$ cat config.mk
export PLATFORM = sky130hd
export DESIGN_NAME = conv_1x1_weight_scheduler
export DESIGN_NICKNAME = d
export VERILOG_FILES = /design/src/rtl/conv_1x1_weight_scheduler.sv
export SDC_FILE = /design/constraint.sdc
export NUM_CORES = 1
export LEC_CHECK = 0
export BUFFER_PORTS_ARGS = -buffer_cell sky130_fd_sc_hd__buf_2
export CORE_MARGIN = 5
export CORE_UTILIZATION = 36
export DETAILED_ROUTE_END_ITERATION = 12
export PLACE_DENSITY = 0.95
export SYNTH_ARGS = -nofsm -noshare
export SYNTH_HDL_FRONTEND = slang
export SYNTH_SLANG_ARGS = --single-unit
$ cat constraint.sdc
create_clock -name clk -period 3.05 [get_ports clk]
set_clock_uncertainty 0.1 [all_clocks]
set_input_delay 0.915 -clock clk [delete_from_list [all_inputs] [get_ports clk]]
set_output_delay 0.915 -clock clk [all_outputs]
set_load 0.01 [all_outputs]
$ cat src/rtl/conv_1x1_weight_scheduler.sv
// conv_1x1_weight_scheduler
// Sequencer for the 1x1-convolution weight buffer. Loads one kernel from the
// weight stream into the buffer, then issues one read per weight for every
// output pixel while reporting weight/pixel progress to the MAC datapath.
//
// Build option: define CONV1X1_WSCHED_RECIRC_EN to write every read weight
// back to the buffer tail, so one load serves all PIXEL_NUM pixels. Without
// it, one pass of WEIGHT_NUM reads ends the kernel and the loader restarts
// the scheduler per pixel.
module conv_1x1_weight_scheduler #(
  parameter int DATA_WIDTH = 32,
  parameter int WEIGHT_NUM = 4,
  parameter int PIXEL_NUM  = 16,
  parameter int CNT_WIDTH  = 5
) (
  input  logic                  clk,
  input  logic                  reset,
  input  logic                  start,
  input  logic                  w_valid,
  input  logic [DATA_WIDTH-1:0] w_data,
  output logic                  w_ready,
  input  logic                  pix_ready,
  input  logic [DATA_WIDTH-1:0] buf_rdata,
  output logic                  buf_valid_in,
  output logic [DATA_WIDTH-1:0] buf_wdata,
  output logic                  buf_read,
  output logic [CNT_WIDTH-1:0]  w_idx,
  output logic [CNT_WIDTH-1:0]  pix_idx,
  output logic                  last_w,
  output logic                  busy,
  output logic                  done
);

`ifdef CONV1X1_WSCHED_RECIRC_EN
  localparam bit RECIRC_EN = 1'b1;
`else
  localparam bit RECIRC_EN = 1'b0;
`endif

  // Without recirculation the buffer is consumed by a single pass.
  localparam int PASS_NUM = RECIRC_EN ? PIXEL_NUM : 1;
  localparam logic [CNT_WIDTH-1:0] W_LAST = CNT_WIDTH'(WEIGHT_NUM - 1);
  localparam logic [CNT_WIDTH-1:0] P_LAST = CNT_WIDTH'(PASS_NUM - 1);
  // Value of drain_q on the final DRAIN cycle: two cycles with recirculation
  // so the last write-back lands, one cycle otherwise.
  localparam logic DRAIN_LAST = RECIRC_EN ? 1'b1 : 1'b0;

  typedef enum logic [2:0] {
    S_IDLE,
    S_LOAD,
    S_SETTLE,
    S_RUN,
    S_DRAIN
  } state_t;

  state_t               state_q, state_d;
  logic [CNT_WIDTH-1:0] w_idx_q, w_idx_d;
  logic [CNT_WIDTH-1:0] pix_idx_q, pix_idx_d;
  logic                 drain_q, drain_d;
  logic                 read_q, read_d;
  logic                 done_q, done_d;

  // State and counter registers.
  // NOTE: reset is synchronous here, and all state updates use non-blocking
  // assignments so every flop samples pre-edge values of its neighbours.
  always_ff @(posedge clk) begin
    if (reset) begin
      state_q   <= S_IDLE;
      w_idx_q   <= '0;
      pix_idx_q <= '0;
      drain_q   <= 1'b0;
      read_q    <= 1'b0;
      done_q    <= 1'b0;
    end else begin
      state_q   <= state_d;
      w_idx_q   <= w_idx_d;
      pix_idx_q <= pix_idx_d;
      drain_q   <= drain_d;
      read_q    <= read_d;
      done_q    <= done_d;
    end
  end

  // Next-state, counter update and buffer control outputs.
  // NOTE: every signal written in this block gets a default first, so no
  // path through the case statement can infer a latch.
  always_comb begin
    state_d      = state_q;
    w_idx_d      = w_idx_q;
    pix_idx_d    = pix_idx_q;
    drain_d      = drain_q;
    read_d       = 1'b0;
    done_d       = 1'b0;
    w_ready      = 1'b0;
    buf_valid_in = 1'b0;
    buf_wdata    = '0;
    buf_read     = 1'b0;
    last_w       = 1'b0;

    // Write back the weight read out on the previous cycle. read_q can only
    // be set in RUN, so this never collides with a LOAD write.
    if (read_q) begin
      buf_valid_in = 1'b1;
      buf_wdata    = buf_rdata;
    end

    case (state_q)
      S_IDLE: begin
        if (start) begin
          state_d   = S_LOAD;
          w_idx_d   = '0;
          pix_idx_d = '0;
        end
      end
      S_LOAD: begin
        w_ready = 1'b1;
        if (w_valid) begin
          buf_valid_in = 1'b1;
          buf_wdata    = w_data;
          if (w_idx_q == W_LAST) begin
            w_idx_d = '0;
            state_d = S_SETTLE;
          end else begin
            w_idx_d = w_idx_q + CNT_WIDTH'(1);
          end
        end
      end
      // One idle cycle covers the buffer's DFF write latency.
      S_SETTLE: state_d = S_RUN;
      S_RUN: begin
        buf_read = pix_ready;
        read_d   = pix_ready & RECIRC_EN;
        if (pix_ready) begin
          if (w_idx_q == W_LAST) begin
            last_w  = 1'b1;
            w_idx_d = '0;
            if (pix_idx_q == P_LAST) begin
              pix_idx_d = '0;
              drain_d   = 1'b0;
              state_d   = S_DRAIN;
            end else begin
              pix_idx_d = pix_idx_q + CNT_WIDTH'(1);
            end
          end else begin
            w_idx_d = w_idx_q + CNT_WIDTH'(1);
          end
        end
      end
      S_DRAIN: begin
        if (drain_q == DRAIN_LAST) begin
          drain_d = 1'b0;
          done_d  = 1'b1;
          state_d = S_IDLE;
        end else begin
          drain_d = 1'b1;
        end
      end
      default: state_d = S_IDLE;
    endcase
  end

  // done is registered so it appears in the first IDLE cycle, when busy is
  // already low.
  assign done    = done_q;
  assign busy    = (state_q != S_IDLE);
  assign w_idx   = w_idx_q;
  assign pix_idx = pix_idx_q;

endmodule

==> metrics.md <==
| Metric | Value |
|---|---|
| H-tree depth | 1 |
| XOR/XNOR Fraction of Synth Area | 0% |
| FF-to-FF path depth | 6 |
| Die Footprint | 3960 um2 |
| Slowest stage delay, CP | 0.44 ns |
| Area of the core | 2710 um2 |
| IO buf count | 84 |
| Fraction of layout cells with a size suffix above 1 | between 40 and 50% |
| Detailed Route Iter0 Violations | 23 |
| Routed vias | 1241 |
| Status | finished, final reports clean |
| Initial Util | between 30% and 40% |
| Arr. time, crit path | between 1.5 and 2 ns |
| Overall Power | 0.464 mW |
| Dpl cells | 241 |
| Post-route minimum period | 2.77 ns |
| Hpwl dp | 2620 um |
| Routability cong. | 0.759 |
| First-pass GRT wire length | 5380 um |
| Die X | 62.9 um |
| P&R area growth vs syn | 47.9% |
| DRC viols | 0 |
| Post-route ant nets | 0 |
| DP Worst Slack | ~0.28 ns |
| Setup total negative slack | 0 ns |
| Pleak | approximately 0.8 nW |
| Post-Synth Adder-Cell Area | 3.72% |
| Largest family of logic cells by synthesized area | simple AND/OR/NAND/NOR gates |
| Max Freq | 0.360 GHz |
| Mux contribution to synthesized area | 2.98% |
| VDD IR max | 0.000199 V |
| Drt pass-1 iters | 4 |
| Pins over their slew limit | 0 |
| CP Depth | 5 |
| CP Capture Type | primary output |
| Synth Area per Inst | 7.64 um2 |
| Chip height | roughly 63 um |
| Clock Tree Buf Depth | 2 |
| Cells after synthesis | approximately 130 |
| Worst slew pin tran | 0.588 ns |
| Final setup viols | 0 |
| Cell area after placement | 1450 um2 |
| Hold Vio Cnt, Final | 0 |
| Crit path kind | reg -> out |
| CP Buf/Inv Count | 2 |
| Leading cell types in the layout, fill and taps excluded | buf_2 (84), and2_1 (34), dfxtp_1 (13), a21oi_1 (11), nor2_1 (7) |
| RSZ-0062 raised after global routing | no |
| Synth Net Count | about 200 |
| Cell Count, Final, Fillers Out | about 250 |
| Skew-Pair Late Insertion Delay | 0.28 ns |
| Overall Global Routing Usage | 16.1% |
| Worst EP required | between 2 and 2.5 ns |
| WHS Path Cells | 2 |
| Antenna Cells | 0 |
| CP top delay family | simple AND/OR/NAND/NOR gates |
| Maxcap violations | 0 |
| Complex-gate fraction of the synthesized area | approximately an eighth |
| Clk root buf | clkbuf_4 |
| Post-CTS Hold Buffers | 0 |
| Largest net degree at the start of global routing | 34 |
| Hold Slack | between 0.3 and 0.4 ns |
| Final core occ | between 50% and 60% |
| CTS tree | built |
| Initial antenna violation count | 0 |
| Worst setup SP type | flop |
| Number of synthesized register bits | 14 |
| Synth Warn # | 0 |
| Vias in the first global route | 1338 |
| Vias/cell | 5.07 |
| Post-CTS Setup Repair Bufs | 0 |
| Resize count post-CTS | 0 |
| Slew HR | 60.4% |
| Clock Pin Slew Worst Setup and Hold Paths | roughly 0.090 ns |
| Yosys cell types | 30 |
| Routed len/inst | 13.1 um |
| HP Class | reg -> reg |
| Critical path, cell by cell | nand2b_1, nor3b_2, buf_4, and2_1, buf_2 |
| Residual overflow from global routing | 0 |
| Final wirelength | ~3200 um |
| Pwr dens | 311 nW/um2 |
| Period utilisation layout | 91.0% |
| Synthesized area | roughly 1000 um2 |
| CTS Buf Count | 3 |
| Final instance area | 1490 um2 |
| Site Rows | 19 |
| Crit-path slowest cell | dfxtp_2 |
| Final WS setup | 0.276 ns |
| Commonest non-fill, non-tap cell in the layout | buf_2 |
| Num ports | around 120 |
| Sequential cell area fraction in the yosys report | 27.8% |
| Max FO, Critical Path | 33 |
| Layout Nets | 287 |
| Simple-gate share of the synthesized area | 48.9% |
| Sinks on the clock net | 14 |
-- kinds of logic (layout without fill, tap and decap cells) --
family                   Yosys count  in the layout
AND/OR/NAND/NOR                   78             78
AO/OA/AOI/OAI                     22             22
flip-flops                        14             14
buffers and inverters             12             94
adder cells (fa/ha/maj)            3              3
multiplexers                       3              3
-- path summary, 6_finish.rpt --
kind / slack (ns) / startpoint / to
setup reg to reg: 0.99 / pix_idx[0]$_SDFFE_PP0P_ / state_q[1]$_SDFFE_PP0P_
setup / recovery: 0.28 / state_q[0]$_SDFFE_PP0P_ / buf_wdata[31]
hold reg to reg: 0.40 / w_idx[1]$_SDFFE_PP0P_ / w_idx[1]$_SDFFE_PP0P_
hold / removal: 0.40 / w_idx[1]$_SDFFE_PP0P_ / w_idx[1]$_SDFFE_PP0P_
-- metal layers --
metal	part of all wire (%)	GRT usage, %	routed length (um)
met5	0	0	0
met4	1.3	6.63	42
met3	11	5.58	349
met2	51	29.7	1650
met1	36	16.0	1170
-- synthesized netlist by cell type --
master,number,share of area (%)
or3_1,2,1.2
nor4_1,1,0.62
ha_1,3,3.7
nand3_1,4,2.0
mux2i_1,3,3.0
nand2b_1,1,0.62
o21a_2,1,0.87
and4b_2,1,1.1
nor4b_4,1,2.4
inv_1,5,1.9
a21o_1,1,0.74
or4b_1,1,0.99
o22ai_1,1,0.62
clkbuf_1,7,2.6
and2_1,34,21
nor3b_1,3,2.2
nor2b_1,2,1.2
dfxtp_1,14,28
nor3_1,4,2.0
a21oi_1,11,5.5
a211oi_1,1,0.74
or3_2,2,1.5
nor4b_1,1,0.87
nand3b_1,4,3.0
nor2_1,7,2.6
and3b_1,2,1.7
o21ai_0,6,3.0
a21boi_0,1,0.74
or4_1,2,1.5
nand2_1,6,2.2
-- cell type report --
class | count | area, um2
clock buffer | 4 | 36.3
sequential | 14 | 282
multi-input combinational | 106 | 688
inverter | 5 | 18.8
tap | 31 | 38.8
fill | 278 | 1220
timing repair buffer | 85 | 428
-- where the power goes --
| group | switching [mW] | leakage (nW) | internal [mW] |
|---|---|---|---|
| Combinational | 0.0672 | 0.670 | 0.0656 |
| Sequential | 0.00997 | 0.113 | 0.187 |
| Clock | 0.0610 | 0.0210 | 0.0726 |
| Total | 0.138 | 0.805 | 0.325 |
-- tightest hold or removal path, delay by kind of cell (launching register included) --
kind | cells | cell delay, ns
and+or+nand+nor | 1 | 0.06
AOI/OAI and AO/OA | 1 | 0.05
DFF | 1 | 0.34
-- state kept, by name, summed over array words and instances (netlist names) --
| signal | flops |
|---|---|
| pix_idx | 5 |
| w_idx | 5 |
| state_q | 3 |
| done | 1 |
(Power assumes the default switching activity.)
